$ cat config.mk
export PLATFORM = sky130hd
export DESIGN_NAME = multicycle_controller
export DESIGN_NICKNAME = d
export VERILOG_FILES = /design/src/rtl/multicycle_controller.sv
export SDC_FILE = /design/constraint.sdc
export NUM_CORES = 1
export LEC_CHECK = 0
export ABC_AREA = 1
export CORE_MARGIN = 1
export CORE_UTILIZATION = 51
export CTS_CLUSTER_SIZE = 25
export DETAILED_ROUTE_END_ITERATION = 10
export GPL_TIMING_DRIVEN = 0
export PLACE_DENSITY = 0.92
export SETUP_SLACK_MARGIN = 0.1
export SYNTH_ARGS = -nofsm -noshare
export SYNTH_HDL_FRONTEND = slang
export SYNTH_SLANG_ARGS = --single-unit
$ cat constraint.sdc
create_clock -name clk -period 2.8 [get_ports clk]
set_input_delay 0.42 -clock clk [delete_from_list [all_inputs] [get_ports clk]]
set_output_delay 0.42 -clock clk [all_outputs]
set_load 0.005 [all_outputs]
$ cat src/rtl/multicycle_controller.sv
// Multi-cycle RISC-V control FSM: FETCH/DECODE/EXEC/MEM/WB over a variable-latency memory port,
// with illegal-opcode and bus-timeout traps, HALT, and a retired-instruction counter.
module multicycle_controller #(
  parameter int unsigned TIMEOUT = 255,
  parameter int unsigned CNT_W   = 32
) (
  input  logic             clk,
  input  logic             reset,
  input  logic [6:0]       Opcode,
  input  logic             mem_ready,
  output logic             IorD,
  output logic             MemRead,
  output logic             MemWrite,
  output logic             IRWrite,
  output logic             PCWrite,
  output logic             RegWrite,
  output logic             MemtoReg,
  output logic             ALUSrc,
  output logic [1:0]       ALUOp,
  output logic             Branch,
  output logic             JalrSel,
  output logic             JmpSel,
  output logic             halted,
  output logic             trap,
  output logic [1:0]       trap_cause,
  output logic [CNT_W-1:0] instret,
  output logic [2:0]       state
);

  typedef enum logic [2:0] {
    S_FETCH = 3'd0, S_DECODE = 3'd1, S_EXEC = 3'd2, S_MEM = 3'd3,
    S_WB    = 3'd4, S_HALT   = 3'd5, S_TRAP = 3'd6
  } state_t;

  typedef enum logic [3:0] {
    C_R, C_I, C_U, C_LW, C_SW, C_BR, C_JAL, C_JALR, C_HALT, C_ILL
  } cls_t;

  localparam int WAIT_W = (TIMEOUT > 0) ? $clog2(TIMEOUT + 1) : 1;
  localparam logic [WAIT_W-1:0] TO_LIM = WAIT_W'(TIMEOUT);
  localparam logic              TO_EN  = (TIMEOUT != 0);

  state_t             state_q, state_d;
  cls_t               cls_q, cls_d;
  logic [1:0]         cause_q, cause_d;
  logic [WAIT_W-1:0]  wait_q, wait_d, wait_nxt;
  logic [CNT_W-1:0]   instret_q;
  logic               timeout_hit;

  function automatic cls_t decode_op(input logic [6:0] op);
    case (op)
      7'b0110011: decode_op = C_R;
      7'b0010011: decode_op = C_I;
      7'b0110111: decode_op = C_U;
      7'b0000011: decode_op = C_LW;
      7'b0100011: decode_op = C_SW;
      7'b1100011: decode_op = C_BR;
      7'b1101111: decode_op = C_JAL;
      7'b1100111: decode_op = C_JALR;
      7'b0000001: decode_op = C_HALT;
      default:    decode_op = C_ILL;
    endcase
  endfunction

  // The limit cycle traps only if mem_ready is still low; a completing access wins.
  assign wait_nxt    = wait_q + WAIT_W'(1);
  assign timeout_hit = TO_EN && !mem_ready && (wait_nxt == TO_LIM);

  always_comb begin
    state_d  = state_q;
    cls_d    = cls_q;
    cause_d  = cause_q;
    IorD     = 1'b0;
    MemRead  = 1'b0;
    MemWrite = 1'b0;
    IRWrite  = 1'b0;
    PCWrite  = 1'b0;
    RegWrite = 1'b0;
    MemtoReg = 1'b0;
    ALUSrc   = 1'b0;
    ALUOp    = 2'b00;
    Branch   = 1'b0;
    JalrSel  = 1'b0;
    JmpSel   = 1'b0;

    if (state_q == S_EXEC || state_q == S_MEM || state_q == S_WB) begin
      ALUSrc  = (cls_q == C_LW) || (cls_q == C_SW) || (cls_q == C_I) || (cls_q == C_U);
      Branch  = (cls_q == C_BR);
      JalrSel = (cls_q == C_JALR);
      JmpSel  = (cls_q == C_JAL) || (cls_q == C_JALR);
      case (cls_q)
        C_BR:       ALUOp = 2'b01;
        C_R, C_I:   ALUOp = 2'b10;
        C_U:        ALUOp = 2'b11;
        default:    ALUOp = 2'b00;
      endcase
    end

    case (state_q)
      S_FETCH: begin
        MemRead = 1'b1;
        if (mem_ready) begin
          IRWrite = 1'b1;
          state_d = S_DECODE;
        end else if (timeout_hit) begin
          state_d = S_TRAP;
          cause_d = 2'b10;
        end
      end
      S_DECODE: begin
        cls_d = decode_op(Opcode);
        if (cls_d == C_HALT) begin
          state_d = S_HALT;
        end else if (cls_d == C_ILL) begin
          state_d = S_TRAP;
          cause_d = 2'b01;
        end else begin
          state_d = S_EXEC;
        end
      end
      S_EXEC: begin
        if (cls_q == C_LW || cls_q == C_SW) begin
          state_d = S_MEM;
        end else if (cls_q == C_BR) begin
          PCWrite = 1'b1;
          state_d = S_FETCH;
        end else begin
          state_d = S_WB;
        end
      end
      S_MEM: begin
        IorD     = 1'b1;
        MemRead  = (cls_q == C_LW);
        MemWrite = (cls_q == C_SW);
        if (mem_ready) begin
          if (cls_q == C_SW) begin
            PCWrite = 1'b1;
            state_d = S_FETCH;
          end else begin
            state_d = S_WB;
          end
        end else if (timeout_hit) begin
          state_d = S_TRAP;
          cause_d = 2'b10;
        end
      end
      S_WB: begin
        RegWrite = 1'b1;
        PCWrite  = 1'b1;
        MemtoReg = (cls_q == C_LW);
        state_d  = S_FETCH;
      end
      S_HALT, S_TRAP: ;
      default: state_d = S_FETCH;
    endcase

    wait_d = wait_q;
    if (state_d != state_q) begin
      wait_d = '0;
    end else if ((state_q == S_FETCH || state_q == S_MEM) && !mem_ready) begin
      wait_d = wait_nxt;
    end
  end

  always_ff @(posedge clk or posedge reset) begin
    if (reset) begin
      state_q   <= S_FETCH;
      cls_q     <= C_R;
      cause_q   <= 2'b00;
      wait_q    <= '0;
      instret_q <= '0;
    end else begin
      state_q   <= state_d;
      cls_q     <= cls_d;
      cause_q   <= cause_d;
      wait_q    <= wait_d;
      instret_q <= instret_q + CNT_W'(PCWrite);
    end
  end

  assign halted     = (state_q == S_HALT);
  assign trap       = (state_q == S_TRAP);
  assign trap_cause = cause_q;
  assign instret    = instret_q;
  assign state      = state_q;

endmodule
==> flow_summary.toml, run 1 <==
[run_status]
status = "finished clean"

[layout]
final_common_cell = "nand2_1"
nFillCells = 370
diodes = 0
drive_gt1_share_pct = 22.2
fin_util_pct = 72.0
syn2layout_area_growth_pct = 34.9
nets = 446
design_area_sq_um = 3990
mostFrequentLayoutCells = "nand2_1 (66), clkdlybuf4s50_1 (60), dfrtp_1 (47), inv_1 (36), nor2_1 (35)"

[cts]
cts_tree = "done"
clk_pin_slew_ps = 100
cts_root_buf = "clkbuf_8"
clk-insertion-delay-late_ps = 310
htree_levels = 2
numClockSinks = 49
clk_path_buf_depth = 2
numCtsBuffers = 5

[synth]
postSynthCellCount = 350
avgSynthCellArea_sq_um = 8.45
synth_seq_cells = 49
async_flop_share_pct = 100
netlist_area_sq_um = 2960
yosysWarnings = 0
synth_flop_cell = "dfrtp_1"
synth_edf_count = 0
ys_seq_area_share_pct = 41.5
synth.distinct_cells = 33
syn_nets = 364

[placed_design]
globalplace.congestion = 0.866
dpl.hpwl_microns = 5250
io_buffers = 61
place_area_sq_um = 3680

[sta]
fin_skew_ps = 11.1
fin_crit_sh_pct = 95.6
final-setup-viol-count = 0
drv_slew = 0
fmax_ghz = 0.374
worst_pin_slew_ps = 347
slew_headroom_pct = 76.8
grt_setup_unrepaired = "yes"
hold_viol = 0
period_needed_ps = 2680

[power]
p_leak_nw = 1.81
power_density_nw_per_um2 = 751
clockPowerShare_pct = 18.1
switching_share_pct = 42.6
p_comb_share_pct = 48.0
seq_power_share_pct = 33.9
vdd_ir_drop_max_v = 0.000646
internal-power_mw = 1.72
p_sw_mw = 1.28

[setup_path]
cp.depth = 14
required_ps = 2990
critical_path.slowest_cell = "dfrtp_2"
critical_path_arrival_ps = 2870
worstRegToRegCells = 14
reg2reg_slack_ps = 120
crit_path_cell_trace = "inv_4 -> nand2_2 -> nor2_4 -> inv_2 -> o221ai_2 -> ha_2 -> ha_4 -> nand3_2 -> nor3b_4 -> nand3_4 -> nor3_4 -> buf_4 -> nand4_1 -> xnor2_1"
timing.rr.end = "instret[26]"
crit_path_max_incr_delay_ps = 450
path_buf_inv = 3
r2r-start = "state[2]"
worstSetupPathType = "register to register"
cp_top_family = "simple AND/OR/NAND/NOR gates"
crit_fanout = 7
end_kind = "register"
crit_path_start_kind = "register"

[floorplan]
placementRows = 27
start_util_pct = 53.4
die_y_microns = 78.2
design.die.area_sq_um = 6110
dieWidth_microns = 78.2
core_region_area_sq_um = 5540
io_pins = 62

[routing]
drtIter0Drc = 249
wirelength_microns = 8160
route.detailed.drc = 0
vias = 2816
routedWlPerCell_microns = 16.2
ant_nets = 0
first_pass_iters = 5
viasPerCell = 5.58

[global_route]
grt_pass1_vias = 2656
track_usage_pct = 25.4
grt_pass1_wl_microns = 12300
grt_antenna_before_repair = 0
gr-total-overflow = 0
grt_max_degree = 38

[worst_hold_path]
hold_class = "input pin to async pin"

[run]
maxCapViolCount = 0
[power groups by stage]
stage               clock network, mW  registers (mW)  logic, mW
detailed placement                  0            1.01       1.28
finish                          0.544            1.02       1.44
global route                    0.579            1.03       1.55
floorplan                           0           0.984      0.820
global placement                    0            1.00       1.22
CTS                             0.539           0.997       1.34
[through the flow]
stage	hold slack [ps]	power, mW	setup slack, ps	TNS, ps	cells
floorplan	465	1.80	122	0	350
global placement	458	2.22	-363	-2890	483
detailed placement	469	2.29	-408	-3420	484
CTS	390	2.88	104	0	497
global route	411	3.16	-21.5	-35.2	505
finish	376	3.00	124	0	505
[layout make-up]
cell class                 instances  area (sq um)  share of cell area, %
buffer                             1          5.00                  0.125
clock buffer                       6          82.6                   2.07
clock inverter                     2          37.5                  0.940
inverter                          47           179                   4.48
multi-input combinational        253          1640                   41.0
sequential                        49          1230                   30.8
tap                               72          90.1                   2.26
timing repair buffer              75           731                   18.3
[timing repair]
item,in CTS,in global routing
gates cloned,0,0
pin swaps,5,7
setup buffers,5,8
setup endpoints to repair,13,14
gates resized for setup,12,15
hold buffers,0,0
[synth_stat cells, types with 3 or more instances]
master / instances / area, sq um
inv_1: 40 / 150
nand4_1: 16 / 100
xnor2_1: 15 / 131
inv_2: 7 / 26.3
nand3_4: 3 / 52.6
nand2_1: 71 / 267
a21oi_1: 5 / 25.0
nor2_1: 38 / 143
nor2_4: 5 / 56.3
xor2_1: 17 / 149
nand2_2: 10 / 62.6
nor2_2: 5 / 31.3
nor3_1: 7 / 35.0
nor3_2: 10 / 100
o21ai_0: 13 / 65.1
ha_1: 4 / 50.1
nand3_1: 13 / 65.1
dfrtp_1: 49 / 1230
nand3_2: 7 / 70.1
[routing by layer]
metal | wire, microns | global-route usage, % | up-vias
met1 | 3340 | 31.2 | 1357
met3 | 460 | 3.60 | 31
met4 | 238 | 7.41 | 0
met2 | 4120 | 46.0 | 133
li1 | - | - | 1295
met5 | 0 | 0 | -
[cells by family (layout without fill, tap and decap cells)]
logic type	after synthesis	count (layout)	synth area share (%)
xor+xnor	32	32	9.48
buf+inv	48	131	6.13
compound gates	25	25	5.33
flops	49	49	41.5
fa+ha+maj	4	4	1.69
simple gates	192	192	35.9
[worst register-to-register path: stages, from the launching register on]
cell and delay [ps]:
dfrtp_2 450, inv_4 110, nand2_2 80, nor2_4 130, inv_2 90, o221ai_2 190
ha_2 250, ha_4 150, nand3_2 120, nor3b_4 270, nand3_4 140, nor3_4 210
buf_4 150, nand4_1 80, xnor2_1 140
[state kept, by name (all words and copies together) (netlist names)]
signal	count
state	3
instret	32
wait_q	8
trap_cause	2
cls_q	4
[worst max-delay path by stage]
stage / start / end
2_1_floorplan: state[2] / instret[30]
3_3_place_gp: mem_ready / instret[28]
3_5_place_dp: mem_ready / instret[30]
4_1_cts: state[2] / instret[30]
5_1_grt: state[0] / instret[30]
6_report: state[2] / instret[26]
Power figures use the tool's default switching activity.
==> inputs of run 2 (changes only) <==
- CTS_CLUSTER_DIAMETER: unset -> 60
==> results of run 2 <==
The final DEF is identical to that of run 1; final timing and power are the same.
